**src/rtl/control_frame_commit_pkg.sv**
```systemverilog
// Shared packages for the frame-commit block.
//   params               : frame geometry defaults and derived TOTAL_BYTES
//   types                : address types used on the ports
//   control_frame_commit_pkg : local FSM state encoding
// Optional feature: DOUBLEBUFFER_EN adds the PENDING state (bank swap on the
// display frame boundary). Without it the block is single-buffered.
package params;
  localparam int PIXEL_WIDTH     = 4;
  localparam int PIXEL_HEIGHT    = 2;
  localparam int BYTES_PER_PIXEL = 2;
  localparam int TOTAL_BYTES     = PIXEL_WIDTH * PIXEL_HEIGHT * BYTES_PER_PIXEL;
endpackage

package types;
  // Upstream address fields carry one extra code point past the last legal
  // value so out-of-range requests are representable and can be rejected.
  typedef logic [$clog2(params::PIXEL_HEIGHT+1)-1:0]    row_addr_t;
  typedef logic [$clog2(params::PIXEL_WIDTH+1)-1:0]     col_addr_t;
  typedef logic [$clog2(params::BYTES_PER_PIXEL+1)-1:0] pixel_addr_t;
  // Linear byte offset plus the bank bit on top.
  typedef logic [$clog2(params::TOTAL_BYTES):0]         fb_addr_t;
endpackage

package control_frame_commit_pkg;
`ifdef DOUBLEBUFFER_EN
  typedef enum logic [1:0] {IDLE, FILL, PENDING} state_t;
`else
  typedef enum logic [1:0] {IDLE, FILL} state_t;
`endif
endpackage

```
**src/rtl/control_frame_commit_fb_linear_addr.sv**
```systemverilog
// fb_linear_addr: combinational pixel-to-linear-byte address.
//   row, column, pixel : upstream coordinates
//   bank               : bank being written (becomes the address MSB)
//   addr               : {bank, ((row*W)+column)*B+pixel}
// The product is formed at full fb_addr width. For legal coordinates the
// offset never reaches the MSB, so OR-ing the bank in is exact; illegal
// coordinates are never written, so their address value does not matter.
module fb_linear_addr #(
  parameter int PIXEL_WIDTH     = params::PIXEL_WIDTH,
  parameter int BYTES_PER_PIXEL = params::BYTES_PER_PIXEL
) (
  input  types::row_addr_t   row,
  input  types::col_addr_t   column,
  input  types::pixel_addr_t pixel,
  input  logic               bank,
  output types::fb_addr_t    addr
);
  localparam int AW = $bits(types::fb_addr_t);

  logic [AW-1:0] lin;

  assign lin  = ((AW'(row) * AW'(PIXEL_WIDTH)) + AW'(column)) * AW'(BYTES_PER_PIXEL)
              + AW'(pixel);
  assign addr = lin | {bank, {(AW-1){1'b0}}};
endmodule

```
**src/rtl/control_frame_commit.sv**
```systemverilog
// control_frame_commit: writes an upstream frame byte-by-byte into a frame
// buffer RAM and commits it to the display only when complete and clean.
//   clk, reset          : clock, synchronous active-high reset
//   row/column/pixel    : byte coordinates; data_in payload byte
//   ram_write_enable    : qualifies a byte; ram_access_start toggles per byte
//   done                : end of frame; display_frame_start: display boundary
//   fb_addr/fb_data/fb_we : registered RAM write port
//   display_bank        : bank the display scans out
//   frame_committed / frame_error : one-cycle status pulses
// Optional feature macro: DOUBLEBUFFER_EN (double buffering with a PENDING
// state that waits for display_frame_start before swapping banks).
module control_frame_commit
  import control_frame_commit_pkg::*;
#(
  parameter int PIXEL_WIDTH     = params::PIXEL_WIDTH,
  parameter int PIXEL_HEIGHT    = params::PIXEL_HEIGHT,
  parameter int BYTES_PER_PIXEL = params::BYTES_PER_PIXEL
) (
  input  logic               clk,
  input  logic               reset,
  input  types::row_addr_t   row,
  input  types::col_addr_t   column,
  input  types::pixel_addr_t pixel,
  input  logic [7:0]         data_in,
  input  logic               ram_write_enable,
  input  logic               ram_access_start,
  input  logic               done,
  input  logic               display_frame_start,
  output types::fb_addr_t    fb_addr,
  output logic [7:0]         fb_data,
  output logic               fb_we,
  output logic               display_bank,
  output logic               frame_committed,
  output logic               frame_error
);
  localparam int TOTAL = PIXEL_WIDTH * PIXEL_HEIGHT * BYTES_PER_PIXEL;
  localparam int CW    = $clog2(TOTAL) + 1;

  localparam types::row_addr_t   ROW_LIM = types::row_addr_t'(PIXEL_HEIGHT);
  localparam types::col_addr_t   COL_LIM = types::col_addr_t'(PIXEL_WIDTH);
  localparam types::pixel_addr_t PIX_LIM = types::pixel_addr_t'(BYTES_PER_PIXEL);

  state_t          state;
  logic            tog_q;
  logic [CW-1:0]   byte_count, cnt_n;
  logic            bad, bad_n;
  logic            byte_ev, can_take, frame_ok, write_bank;
  types::fb_addr_t lin_addr;

  assign byte_ev  = ram_write_enable && (ram_access_start != tog_q);
  assign can_take = (row < ROW_LIM) && (column < COL_LIM) && (pixel < PIX_LIM)
                 && (byte_count != CW'(TOTAL));

`ifdef DOUBLEBUFFER_EN
  logic disp_q;
  assign display_bank = disp_q;
  assign write_bank   = ~disp_q;
`else
  logic unused_dfs;
  assign unused_dfs   = display_frame_start;
  assign display_bank = 1'b0;
  assign write_bank   = 1'b0;
`endif

  fb_linear_addr #(
    .PIXEL_WIDTH    (PIXEL_WIDTH),
    .BYTES_PER_PIXEL(BYTES_PER_PIXEL)
  ) u_addr (
    .row   (row),
    .column(column),
    .pixel (pixel),
    .bank  (write_bank),
    .addr  (lin_addr)
  );

  // Count/bad including this cycle's byte, so a byte landing with done is
  // seen by the completeness check.
  always_comb begin
    cnt_n = byte_count;
    bad_n = bad;
    if (byte_ev) begin
      if (can_take) cnt_n = byte_count + CW'(1);
      else          bad_n = 1'b1;
    end
  end
  assign frame_ok = (cnt_n == CW'(TOTAL)) && !bad_n;

  always_ff @(posedge clk) begin
    if (reset) begin
      state           <= IDLE;
      tog_q           <= ram_access_start;
      byte_count      <= '0;
      bad             <= 1'b0;
      fb_we           <= 1'b0;
      fb_addr         <= '0;
      fb_data         <= '0;
      frame_committed <= 1'b0;
      frame_error     <= 1'b0;
`ifdef DOUBLEBUFFER_EN
      disp_q          <= 1'b0;
`endif
    end else begin
      tog_q           <= ram_access_start;
      fb_we           <= 1'b0;
      frame_committed <= 1'b0;
      frame_error     <= 1'b0;
      case (state)
        IDLE, FILL: begin
          if (byte_ev && can_take) begin
            fb_we   <= 1'b1;
            fb_addr <= lin_addr;
            fb_data <= data_in;
          end
          byte_count <= cnt_n;
          bad        <= bad_n;
          if (done) begin
            if (frame_ok) begin
`ifdef DOUBLEBUFFER_EN
              state <= PENDING;
`else
              frame_committed <= 1'b1;
              byte_count      <= '0;
              state           <= IDLE;
`endif
            end else begin
              // Short, overfull or corrupted frame (or done with no bytes).
              frame_error <= 1'b1;
              byte_count  <= '0;
              bad         <= 1'b0;
              state       <= IDLE;
            end
          end else if (byte_ev) begin
            state <= FILL;
          end
        end
`ifdef DOUBLEBUFFER_EN
        PENDING: begin
          // Frame is frozen until the display boundary; late bytes are lost.
          if (byte_ev) frame_error <= 1'b1;
          if (display_frame_start) begin
            disp_q          <= ~disp_q;
            frame_committed <= 1'b1;
            byte_count      <= '0;
            state           <= IDLE;
          end
        end
`endif
        default: state <= IDLE;
      endcase
    end
  end
endmodule
```
**config.mk**
```make
export PLATFORM = sky130hd
export DESIGN_NAME = control_frame_commit
export DESIGN_NICKNAME = d
export VERILOG_FILES = /design/src/rtl/control_frame_commit_pkg.sv /design/src/rtl/control_frame_commit_fb_linear_addr.sv /design/src/rtl/control_frame_commit.sv
export SDC_FILE = /design/constraint.sdc
export NUM_CORES = 1
export LEC_CHECK = 0
export ABC_CLOCK_PERIOD_IN_PS = 2800
export CAP_MARGIN = 0
export CORE_MARGIN = 3
export CORE_UTILIZATION = 46
export CTS_BUF_LIST = sky130_fd_sc_hd__clkbuf_16
export DETAILED_ROUTE_END_ITERATION = 12
export HOLD_SLACK_MARGIN = 0.05
export PLACE_DENSITY = 0.79
export SYNTH_ARGS = -nofsm -noshare
export SYNTH_HDL_FRONTEND = slang
export SYNTH_SLANG_ARGS = --single-unit
```
**constraint.sdc**
```tcl
create_clock -name clk -period 2.8 [get_ports clk]
set_input_delay 0.84 -clock clk [delete_from_list [all_inputs] [get_ports clk]]
set_output_delay 0.84 -clock clk [all_outputs]
set_load 0.02 [all_outputs]
```
* Yosys cells after proc, flatten, opt, wreduce, memory -nomap -nowiden *
Index checks and enable logic that the tools add are counted.

word-level totals
  bits in latches = 0
  word-level logic and storage cells = 43
  input port bits = 21
  bits in read-only memories = 0
  memory bits (writable) = 0
  flip-flop bits (word level) = 24
  memories = 0

operators by class
  shift operators = 0
  $lt $le $gt $ge = 3
  multiplexer cells = 10
  div/mod/pow operators = 0
  bitwise logic cells = 2
  $add $sub $neg = 3
  reduce and logical (&&, ||, !) cells = 13
  $mul = 0
  eq/ne operators = 3

operators with widths
  operator             count
  $mux 5               3
  $mux 1               7
  $logic_and 1x1->1    6
  $reduce_or 3->1      2
  $add 5x1->5 const B  1
  $add 5x2->5          1
  $eq 5x5->1 const B   1
  $ne 5x5->1 const B   1
  $add 4x3->4          1
  $lt 2x2->1 const B   2
  $reduce_or 2->1      2
  $lt 3x3->1 const B   1
  $logic_not 2->1      1
  $not 1->1            2
  $reduce_and 2->1     1
  $logic_not 1->1      1
  $ne 1x1->1           1

* Depth between registers and ports, before layout *
  depth after elaboration = 10
  mapped depth = 8
  mapped depth without buffers = 7

* By module *
A second synthesis with hierarchy kept.

second synthesis, totals
  cell total of the unflattened synthesis = 125
  area total of the unflattened synthesis = 1052.3 um2

modules (own cells, without submodules)
  module                times used  seq. area each (um2)  cells each  area each (um2)
  control_frame_commit  1           460.4                 116         969.7
  fb_linear_addr        1           0.0                   9           82.6

* Least setup slack after synthesis *
OpenSTA, ideal clock, no wires.

  path kind = input port to flip-flop
  from = input column[2]
  to = register frame_error
  required time = 2.686 ns
  cell stages on the path = 5
  slack = 0.887 ns
  data arrival time = 1.799 ns
  library setup time = 0.114 ns
  buffers on the path = 0
  cell sequence = nor4b_4 -> nand3_2 -> o31ai_1 -> nand4b_1 -> nor2b_1

between the ends
  cells in the longest elaborated chain, start to end = 9

RTL lines
  element                                               line                         source
  start: declaration                                    control_frame_commit.sv:22   input types::col_addr_t column,
  $lt 3x3->1 (*)                                        control_frame_commit.sv:51   assign can_take = (row < ROW_LIM) && (column < COL_LIM) && (pixel < PIX_LIM)
  $logic_and 1x1->1 (*) (2 in a row)                    control_frame_commit.sv:51
  $logic_and 1x1->1 (*)                                 control_frame_commit.sv:52   && (byte_count != CW'(TOTAL));
  $mux 5 / $mux 1 (equally long branches)               control_frame_commit.sv:82   if (can_take) cnt_n = byte_count + CW'(1);
  $mux 5 / $mux 1 (equally long branches)               control_frame_commit.sv:81   if (byte_ev) begin
  $eq 5x5->1 / $logic_not 1->1 (equally long branches)  control_frame_commit.sv:86   assign frame_ok = (cnt_n == CW'(TOTAL)) && !bad_n;
  $logic_and 1x1->1 (*)                                 control_frame_commit.sv:86
  $mux 1 (*)                                            control_frame_commit.sv:117  if (frame_ok) begin
  end signal: assignment                                control_frame_commit.sv:98   frame_error <= 1'b0;
  end signal: assignment                                control_frame_commit.sv:106  frame_error <= 1'b0;
  end signal: assignment                                control_frame_commit.sv:127  frame_error <= 1'b1;
  end: declaration                                      control_frame_commit.sv:34   output logic frame_error

Mark *: on every way between the ends. The rest lies on a longest branch, timed or not.
A chain may end at the register's enable or synchronous reset.

* Final worst setup path *
  from = input column[2]
  to = register fb_addr[3]

between the ends
  cells in the longest elaborated chain, start to end = 6

RTL lines
  element                                                              line                         source
  parallel branches: the longest is 6 deep, another holds $add 5x2->5  --
  end signal: assignment                                               control_frame_commit.sv:111  fb_addr <= lin_addr;
  end: declaration                                                     control_frame_commit.sv:29   output types::fb_addr_t fb_addr,

Parallel ways; which one is timed is not known.

==> results_dict.tcl <==
set metrics [dict create \
    slew_viol_final 0 \
    max_freq_ghz 0.424 \
    r2r-end "fb_addr[3]" \
    crit_path_end_kind "register" \
    crit_path_max_fanout 16 \
    fin_tns_setup_ns 0 \
    crit_start "column[2]" \
    period_share_pct 84.1 \
    cts_tree "yes" \
    grt_pass1_vias 902 \
    critPathRequiredTime_ns 2.96 \
    avgViaCountPerCell 5.04 \
    r2r_setup_slack_ns 1.13 \
    worst-path-buf-inv 2 \
    synth.distinct_cells 31 \
    status "complete, no violations" \
    synth_nets 143 \
    rsz0062_at_grt "false" \
    post_cts.repair.setup_buffers 0 \
    crit_chain "clkdlybuf4s50_1, nor4b_4, and3_1, buf_4, nor2_1, a211oi_1" \
    port_buffers 35 \
    drt-pass1-iter-count 4 \
    grt_max_degree 17 \
    synth_area_um2 1050 \
    synthTopCellsByArea "dfxtp_1 (44%), nand2_1 (10%), a21oi_1 (7.6%)" \
    core_area_um2 2060 \
    ant_nets 0 \
    grt_antenna_before_repair 0 \
    grt-ovfl-total 0 \
    ys_seq_elements 23 \
    grt_pass1_wl_mm 4.00 \
    fin_crit_ns 2.36 \
    die_x_um 53.7 \
    worstHoldPathType "reg2reg" \
    synthCells 117 \
    peakVddDrop_mv 0.539 \
    clock_skew_ns 0.000982 \
    initialDrtViolationCount 5 \
    p_leak_uw 0.000532 \
    fin_util_pct 72.4 \
    synth_area_leader_cell "dfxtp_1" \
    clkSinkCount 23 \
    wl_per_cell_um 13.2 \
    die_h_um 53.7 \
    r2r-start "byte_count[0]" \
    initial_core_util_pct 50.8 \
    drc 0 \
    clk_pin_slew_worst_paths_ns 0.06 \
    cp.depth 6 \
    cts.hold.buffers_added 0 \
    gp_congestion 0.724 \
    cp-start-kind "primary input" \
    hold_viol 0 \
    grtUsageTotal_pct 19.1 \
    ys_seq_area_share_pct 44.0 \
    netlist.area_leader.share_pct 44.0 \
    syn_to_final_growth_pct 42.5 \
    hpwl_mm 1.81 \
    htree_levels 1 \
    die_area_um2 2890 \
    powerDensity_nw_per_um2 481 \
    root_buffer "clkbuf_16" \
    endpoint "fb_addr[3]" \
    fin_nets 180 \
    ioPinCount 38 \
    synth.avg_cell_area_um2 8.95 \
    ys_warn_count 0 \
    reg2reg_depth 7 \
    diodes 0 \
    wl_mm 2.38 \
    setup_viol 0 \
    rows 16 \
    cp_top_family "simple AND/OR/NAND/NOR gates" \
    max-cap-violations 0 \
    layout-drive-gt1-share_pct 8.50 \
    clock_path_buffers 2 \
    vias 907 \
    critPathKind "in2reg" \
    cpMaxStageDelayCell "clkdlybuf4s50_1" \
    clk_latency_ns 0.25 \
    arrival_ns 2.52 \
    cts_resized 0 \
    critPathMaxStageDelay_ns 0.48 \
    cts_made_buffers 3 \
]
==> worst reg2reg max path, delay by kind of cell (launching register included) <==
family / cells / cell delay [ns]
adders and majority gates: 1 / 0.24
DFF: 1 / 0.43
AOI/OAI and AO/OA: 1 / 0.22
and+or+nand+nor: 3 / 0.40
buffers and inverters: 2 / 0.29
==> sequential cells by signal, indices dropped and copies added, names as in the netlist <==
name,flops
byte_count,5
fb_we,1
frame_committed,1
bad,1
tog_q,1
fb_addr,5
frame_error,1
fb_data,8
==> cell type report <==
| class | count | area (µm²) |
|---|---|---|
| repair buffers | 38 | 373 |
| flip-flops and latches | 23 | 460 |
| clock inverters | 1 | 5.00 |
| inverters | 2 | 7.51 |
| fillers | 171 | 569 |
| multi-input cells | 86 | 538 |
| clock buffers | 3 | 75.1 |
| well taps | 27 | 33.8 |
==> metal layers <==
metal	vias to the layer above	GRT usage, %	wire, µm
li1	464	-	-
met1	428	21.4	980
met2	15	35.1	1310
met3	0	6.09	98
met4	0	3.83	0
met5	-	0	0
==> Yosys cell counts <==
library cell / count
nand2_1: 28
dfxtp_1: 23
a21oi_1: 16
nor2_1: 7
ha_1: 5
and3_1: 3
clkbuf_1: 3
nand3_1: 3
xnor2_1: 3
xor2_1: 3
buf_6: 2
inv_1: 2
a211o_1: 1
a211oi_1: 1
a31oi_1: 1
buf_4: 1
conb_1: 1
nand2b_1: 1
nand3_2: 1
nand4_1: 1
nand4b_1: 1
nand4bb_4: 1
nor2b_1: 1
nor3_1: 1
nor4b_4: 1
o21ai_0: 1
o31ai_1: 1
o32ai_2: 1
or2_2: 1
or3_1: 1
xor2_2: 1
==> power by group <==
group | total, µW | internal [µW] | leakage, µW | switching (µW)
registers | 336 | 333 | 0.000186 | 3.02
clock network | 301 | 192 | 0.0000409 | 110
logic | 80.4 | 45.4 | 0.000305 | 35.0
total | 717 | 570 | 0.000532 | 148
==> cell families after synthesis <==
kind of cell / Yosys count / share of synthesized area, %
AOI/OAI and AO/OA: 22 / 12.5
buffers and inverters: 8 / 4.66
other: 1 / 0.358
DFF: 23 / 44.0
and+or+nand+nor: 51 / 25.9
xor gates and xnor gates: 7 / 6.57
adders and majority gates: 5 / 5.97
==> cells in the final DEF, fill, tap and decap left out <==
cell type,instances
clkinv_2,1
nand3_1,3
inv_1,2
xnor2_1,3
clkdlybuf4s50_1,35
clkbuf_16,3
a211o_1,1
xor2_2,1
nor3_1,1
buf_4,3
nand2b_1,1
o21ai_0,1
or2_2,1
nand3_2,1
and3_1,3
nor4b_4,1
a31oi_1,1
a21oi_1,16
dfxtp_1,23
nor2_1,7
conb_1,1
nand4_1,1
nand4bb_4,1
o32ai_2,1
or3_1,1
nand2_1,28
nand4b_1,1
o31ai_1,1
nor2b_1,1
ha_1,5
xor2_1,3
a211oi_1,1
==> metrics by stage <==
| step | instance area [µm²] | worst slack (ns) | hold WS, ns | cells | power, µW |
|---|---|---|---|---|---|
| 6_report | 1490 | 0.444 | 0.458 | 180 | 717 |
| 5_1_grt | 1490 | 0.236 | 0.484 | 180 | 747 |
| 4_1_cts | 1490 | 0.434 | 0.459 | 180 | 724 |
| 3_5_place_dp | 1410 | 0.180 | 0.451 | 176 | 423 |
| 3_3_place_gp | 1410 | 0.258 | 0.442 | 176 | 422 |
| 2_1_floorplan | 1050 | 0.887 | 0.462 | 117 | 380 |
==> worst min-delay path by stage <==
stage               start         end  cells past startpoint
3_5_place_dp   fb_data[3]  fb_data[3]                      2
2_1_floorplan         bad         bad                      2
4_1_cts        fb_data[3]  fb_data[3]                      2
6_report       fb_data[5]  fb_data[5]                      2
5_1_grt        fb_data[1]  fb_data[1]                      2
3_3_place_gp   fb_addr[0]  fb_addr[0]                      2
No activity file was read; power rests on OpenSTA's default activity.
==> patch 1: new RTL, same flow settings <==
The option `DOUBLEBUFFER_EN` is turned on by a define.
--- a/src/rtl/control_frame_commit_pkg.sv
+++ b/src/rtl/control_frame_commit_pkg.sv
@@ -5,4 +5,6 @@
 // Optional feature: DOUBLEBUFFER_EN adds the PENDING state (bank swap on the
 // display frame boundary). Without it the block is single-buffered.
+`define DOUBLEBUFFER_EN
+
 package params;
   localparam int PIXEL_WIDTH     = 4;
Behaviour: not the same (a bounded check fails within 4 cycles, from zero or initial values and one cycle with reset high).
==> patch 1 against the original RTL <==
  * Area after synthesis is 24% higher
  * Non-clock buffer count stayed put
  * Sequential cell count is 3 higher
  * Total power is 24% higher
  * Wire length increased by 16%
  * Setup slack got worse by 0.13 ns
  * Final area up 20%
  * Worst hold slack better by 0.041 ns
==> patch 1: results (changes against the original RTL) <==
- P_clk: 0.415 mW (was 0.301 mW)
- DR vias/cell: 5.40 (was 5.04)
- Leak: 0.642 nW (was 0.532 nW)
- Overall global routing resource usage: 17.7% (was 19.1%)
- Final wirelength: 2.76 mm (was 2.38 mm)
- FF-to-FF path depth: 7 (unchanged)
- Outcome: finished clean (unchanged)
- DR WL/cell: 14.1 um (was 13.2 um)
- Hold slack: 0.499 ns (was 0.458 ns)
- Gate count of the mapped netlist: 128 (was 117)
- Biggest cell delay along the critical path: 0.50 ns (was 0.48 ns)
- First-pass GRT wire length: 4.75 mm (was 4.00 mm)
- Top post-synthesis cells by area: dfxtp_1 40%, mux2i_1 9.2%, nor2_1 5.5% (was dfxtp_1 44%, nand2_1 10%, a21oi_1 7.6%)
- Fillers: 188 (was 171)
- R2R Setup Slk: 0.89 ns (was 1.13 ns)
- Vias in the first global route: 1,057 (was 902)
- Fraction of layout cells with a size suffix above 1: 12.0% (was 8.50%)
- Maximum vdd drop: 334 uV (was 539 uV)
- Net Count, Synth: 154 (was 143)
- Placement Setup Slack: 0.0740 ns (was 0.180 ns)
- Placed cells: 192 (was 176)
- Worst reg2reg startpoint: byte_count[0] (unchanged)
- Sequential share of the synthesized area: 40.0% (was 44.0%)
- # port buffers: 37 (was 35)
- DP Area: 0.00169 mm^2 (was 0.00141 mm^2)
- Gpl congestion: 0.862 (was 0.724)
- Comb pwr share: 10.7% (was 11.2%)
- Root Buffer Master: clkbuf_16 (unchanged)
- Worst hold path endpoint: fb_data[6] (was fb_data[5])
- CP arrival: 2.66 ns (was 2.52 ns)
- Clock share of power: 46.6% (was 42.0%)
- Htree depth: 1 (unchanged)
- Critical path peak fanout: 4 (was 16)
- Hold path start: fb_data[6] (was fb_data[5])
- Initial DRC Count: 40 (was 5)
- Switch share: 20.0% (was 20.6%)
- Slew HR: 62.3%
- Commonest cells in the netlist: 26 x dfxtp_1, 19 x nor2_1, 12 x mux2i_1, 6 x inv_1 (was 28 x nand2_1, 23 x dfxtp_1, 16 x a21oi_1, 7 x nor2_1, 5 x ha_1)
- RR Endpoint: state[1] (was fb_addr[3])
- Largest net degree at the start of global routing: 16 (was 17)
- Post-DP HPWL: 2.08 mm (was 1.81 mm)
- Skew final: 0.00369 ns (was 0.000982 ns)
- Setup Buffers After CTS: 0 (unchanged)
- Netlist cell types: 42 (was 31)
patch 1: changes by cell type in the layout (fill, tap and decap cells not counted), moves of 3 or more:
cell     change
a21oi_1     -11
nor2_1      +12
dfxtp_1      +3
nand2_1     -23
inv_1        +4
mux2i_1     +12
patch 1: tightest hold or removal path: stages, from the launching register on:
cell and delay (ns):
dfxtp_1 0.32, mux2i_1 0.06, nor2_1 0.08
patch 1: cell families (layout without fill, tap and decap cells):
family | count (synthesis) | count (layout) | share of synthesized area, %
flops | 26 | 26 | 40.0
buf+inv | 10 | 48 | 3.75
fa+ha+maj | 5 | 5 | 4.81
xor+xnor | 6 | 6 | 6.06
simple gates | 46 | 46 | 21.8
mux | 12 | 12 | 9.24
compound gates | 23 | 23 | 14.3
patch 1: worst max-delay path by stage:
stage	slack [ns]	end	from	depth (start not counted)
finish	0.31	state[1]	row[1]	6
detailed placement	0.07	state[1]	row[1]	6
global placement	0.17	state[1]	row[1]	6
CTS	0.33	state[1]	row[1]	6
floorplan	0.76	fb_data[0]	row[1]	6
global route	0.20	state[1]	row[1]	6
patch 1: routing by layer:
layer	wire length [um]	track usage, %	part of all wire [%]
met1	1220	22.8	44
met2	1330	28.9	48
met3	193	4.36	7.0
met4	12	5.83	0.44
met5	0	0	0
patch 1: cell type report:
cell class                      count  area (um^2)  area share (%)
Clock inverter                      1         30.0            1.67
Timing Repair Buffer               38          378            21.1
Clock buffer                        3         75.1            4.18
Tap cell                           30         37.5            2.09
Multi-Input combinational cell     92          731            40.7
Sequential cell                    26          520            29.0
Inverter                            6         22.5            1.26
==> patch 2: new RTL, config.mk and constraints unchanged <==
Made on the original files. Register the output `fb_data` once more, without a reset; this adds one clock of latency there. The other outputs are not delayed to match. Comments in the files are not updated.
--- a/src/rtl/control_frame_commit.sv
+++ b/src/rtl/control_frame_commit.sv
@@ -40,4 +40,6 @@
   localparam types::col_addr_t   COL_LIM = types::col_addr_t'(PIXEL_WIDTH);
   localparam types::pixel_addr_t PIX_LIM = types::pixel_addr_t'(BYTES_PER_PIXEL);
+
+  logic [7:0] fb_data_s0;
 
   state_t          state;
@@ -94,5 +96,5 @@
       fb_we           <= 1'b0;
       fb_addr         <= '0;
-      fb_data         <= '0;
+      fb_data_s0      <= '0;
       frame_committed <= 1'b0;
       frame_error     <= 1'b0;
@@ -110,5 +112,5 @@
             fb_we   <= 1'b1;
             fb_addr <= lin_addr;
-            fb_data <= data_in;
+            fb_data_s0 <= data_in;
           end
           byte_count <= cnt_n;
@@ -150,3 +152,7 @@
     end
   end
+  always_ff @(posedge clk) begin
+    fb_data <= fb_data_s0;
+  end
+
 endmodule
Check against the original RTL: not equivalent (a bounded check fails within 4 cycles, from zero or initial values and one cycle with reset high).
==> patch 2 against the original RTL <==
  * Via count grew 5.4%
  * Sequential cell count grew 8
  * Register-to-register slack lost 0.11 ns
  * Wire length grew 8.0%
  * Final area grew 18%
  * Setup slack lost 0.0031 ns
  * Total power grew 56%
  * Count of clock-buffer cells in the layout grew 2
  * Area after synthesis grew 17%
  * Clock power grew 93%
==> patch 2: results (changes against the original RTL) <==
- Gate count of the mapped netlist: 114 (was 117)
- Top post-synthesis cells by area: dfxtp_1 50%, mux2i_1 11%, nor2_1 6.1% (was dfxtp_1 44%, nand2_1 10%, a21oi_1 7.6%)
- Post-DP HPWL: 1.90 mm (was 1.81 mm)
- Gpl congestion: 0.742 (was 0.724)
- Skew final: 0.00271 ns (was 0.000982 ns)
- Post-cts sizing count: 0 (unchanged)
- Final wirelength: 2.58 mm (was 2.38 mm)
- Maximum vdd drop: 569 uV (was 539 uV)
- Net Count, Synth: 140 (was 143)
- Sequential share of the synthesized area: 50.5% (was 44.0%)
- ANT cells: 0 (unchanged)
- Setup_tns: 0 ns (unchanged)
- Largest regs: fb_data: 8 flops, fb_data_s0: 8 flops (was fb_data: 8 flops, byte_count: 5 flops, fb_addr: 5 flops)
- First-pass GRT wire length: 4.41 mm (was 4.00 mm)
- Initial DRC Count: 16 (was 5)
- Drt pass-1 iters: 4 (unchanged)
- Critical path peak fanout: 8 (was 16)
- Top FF cell, synth: dfxtp_1 (unchanged)
- Htree depth: 2 (was 1)
- Biggest cell delay along the critical path: 0.51 ns (was 0.48 ns)
- Overall global routing resource usage: 17.6% (was 19.1%)
- Placement Setup Slack: 0.215 ns (was 0.180 ns)
- Fraction of layout cells with a size suffix above 1: 9.15% (was 8.50%)
- Placed cells: 176 (unchanged)
- Leak: 0.787 nW (was 0.532 nW)
- Via count: 956 (was 907)
- Fraction of registers with async set/reset: 0% (unchanged)
- Vias in the first global route: 1,076 (was 902)
- Clk slew on worst S/H paths: 0.05 ns
- Commonest cells in the netlist: 31 x dfxtp_1, 20 x nor2_1, 14 x mux2i_1, 5 x ha_1, 5 x nand4_1 (was 28 x nand2_1, 23 x dfxtp_1, 16 x a21oi_1, 7 x nor2_1, 5 x ha_1)
- DR vias/cell: 5.22 (was 5.04)
- # port buffers: 35 (unchanged)
- Outcome: finished clean (unchanged)
- CP max stage cell: clkdlybuf4s50_1 (unchanged)
- Largest net degree at the start of global routing: 17 (unchanged)
- Setup Buffers After CTS: 0 (unchanged)
- Yosys Warn Count: 0 (unchanged)
- DP Area: 0.00160 mm^2 (was 0.00141 mm^2)
- Number of synthesized flops with an enable pin: 0 (unchanged)
- Total CTS buffers: 5 (was 3)
- Hold WC Path Type: reg -> reg (unchanged)
- Initial antenna violation count: 0 (unchanged)
- Clk buf depth: 2 (unchanged)
- Root Buffer Master: clkbuf_16 (unchanged)
- Clock Latency Late Sink: 0.27 ns (was 0.25 ns)
- Netlist cell types: 33 (was 31)
-- patch 2: per-layer routing --
metal / vias to the layer above / GRT usage [%] / part of all wire, % / wire length [um]
met1: 455 / 17.0 / 38 / 977
li1: 459 / - / - / -
met4: 0 / 10.3 / 2.6 / 66
met2: 34 / 29.2 / 50 / 1290
met3: 8 / 9.80 / 9.3 / 240
met5: - / 0 / 0 / 0
-- patch 2: critical path, delay by kind of cell --
kind,cells,cell delay (ns)
buffers and inverters,1,0.51
and+or+nand+nor,1,0.25
AOI/OAI and AO/OA,2,0.55
xor gates and xnor gates,1,0.36
-- patch 2: report_power, final --
| part | internal [mW] | switching (mW) | total (mW) |
|---|---|---|---|
| sequential | 0.449 | 0.00320 | 0.452 |
| clock | 0.410 | 0.171 | 0.580 |
| combinational | 0.0463 | 0.0392 | 0.0855 |
| total | 0.905 | 0.213 | 1.12 |
-- patch 2: path summary, 6_finish.rpt --
| kind | end | cells after the start | from | slack, ns |
|---|---|---|---|---|
| worst max register to register | frame_error | 5 | byte_count[0] | 1.02 |
| worst min register to register | fb_data[0] | 0 | fb_data_s0[0] | 0.35 |
| worst min-delay path | fb_data[0] | 0 | fb_data_s0[0] | 0.35 |
| worst max-delay path | frame_error | 5 | ram_access_start | 0.44 |
-- patch 2: cell type report --
class	instances	area, um^2
Timing Repair Buffer	37	365
Clock buffer	5	125
Multi-Input combinational cell	75	568
Clock inverter	2	33.8
Inverter	3	11.3
Tap cell	30	37.5
Sequential cell	31	621
Fill cell	192	738
-- patch 2: cells by family after synthesis --
| kind of cell | synth area share (%) |
|---|---|
| simple gates | 19.5 |
| flops | 50.5 |
| mux | 12.3 |
| xor+xnor | 6.31 |
| buf+inv | 3.36 |
| fa+ha+maj | 5.09 |
| compound gates | 2.64 |
| other cells | 0.305 |
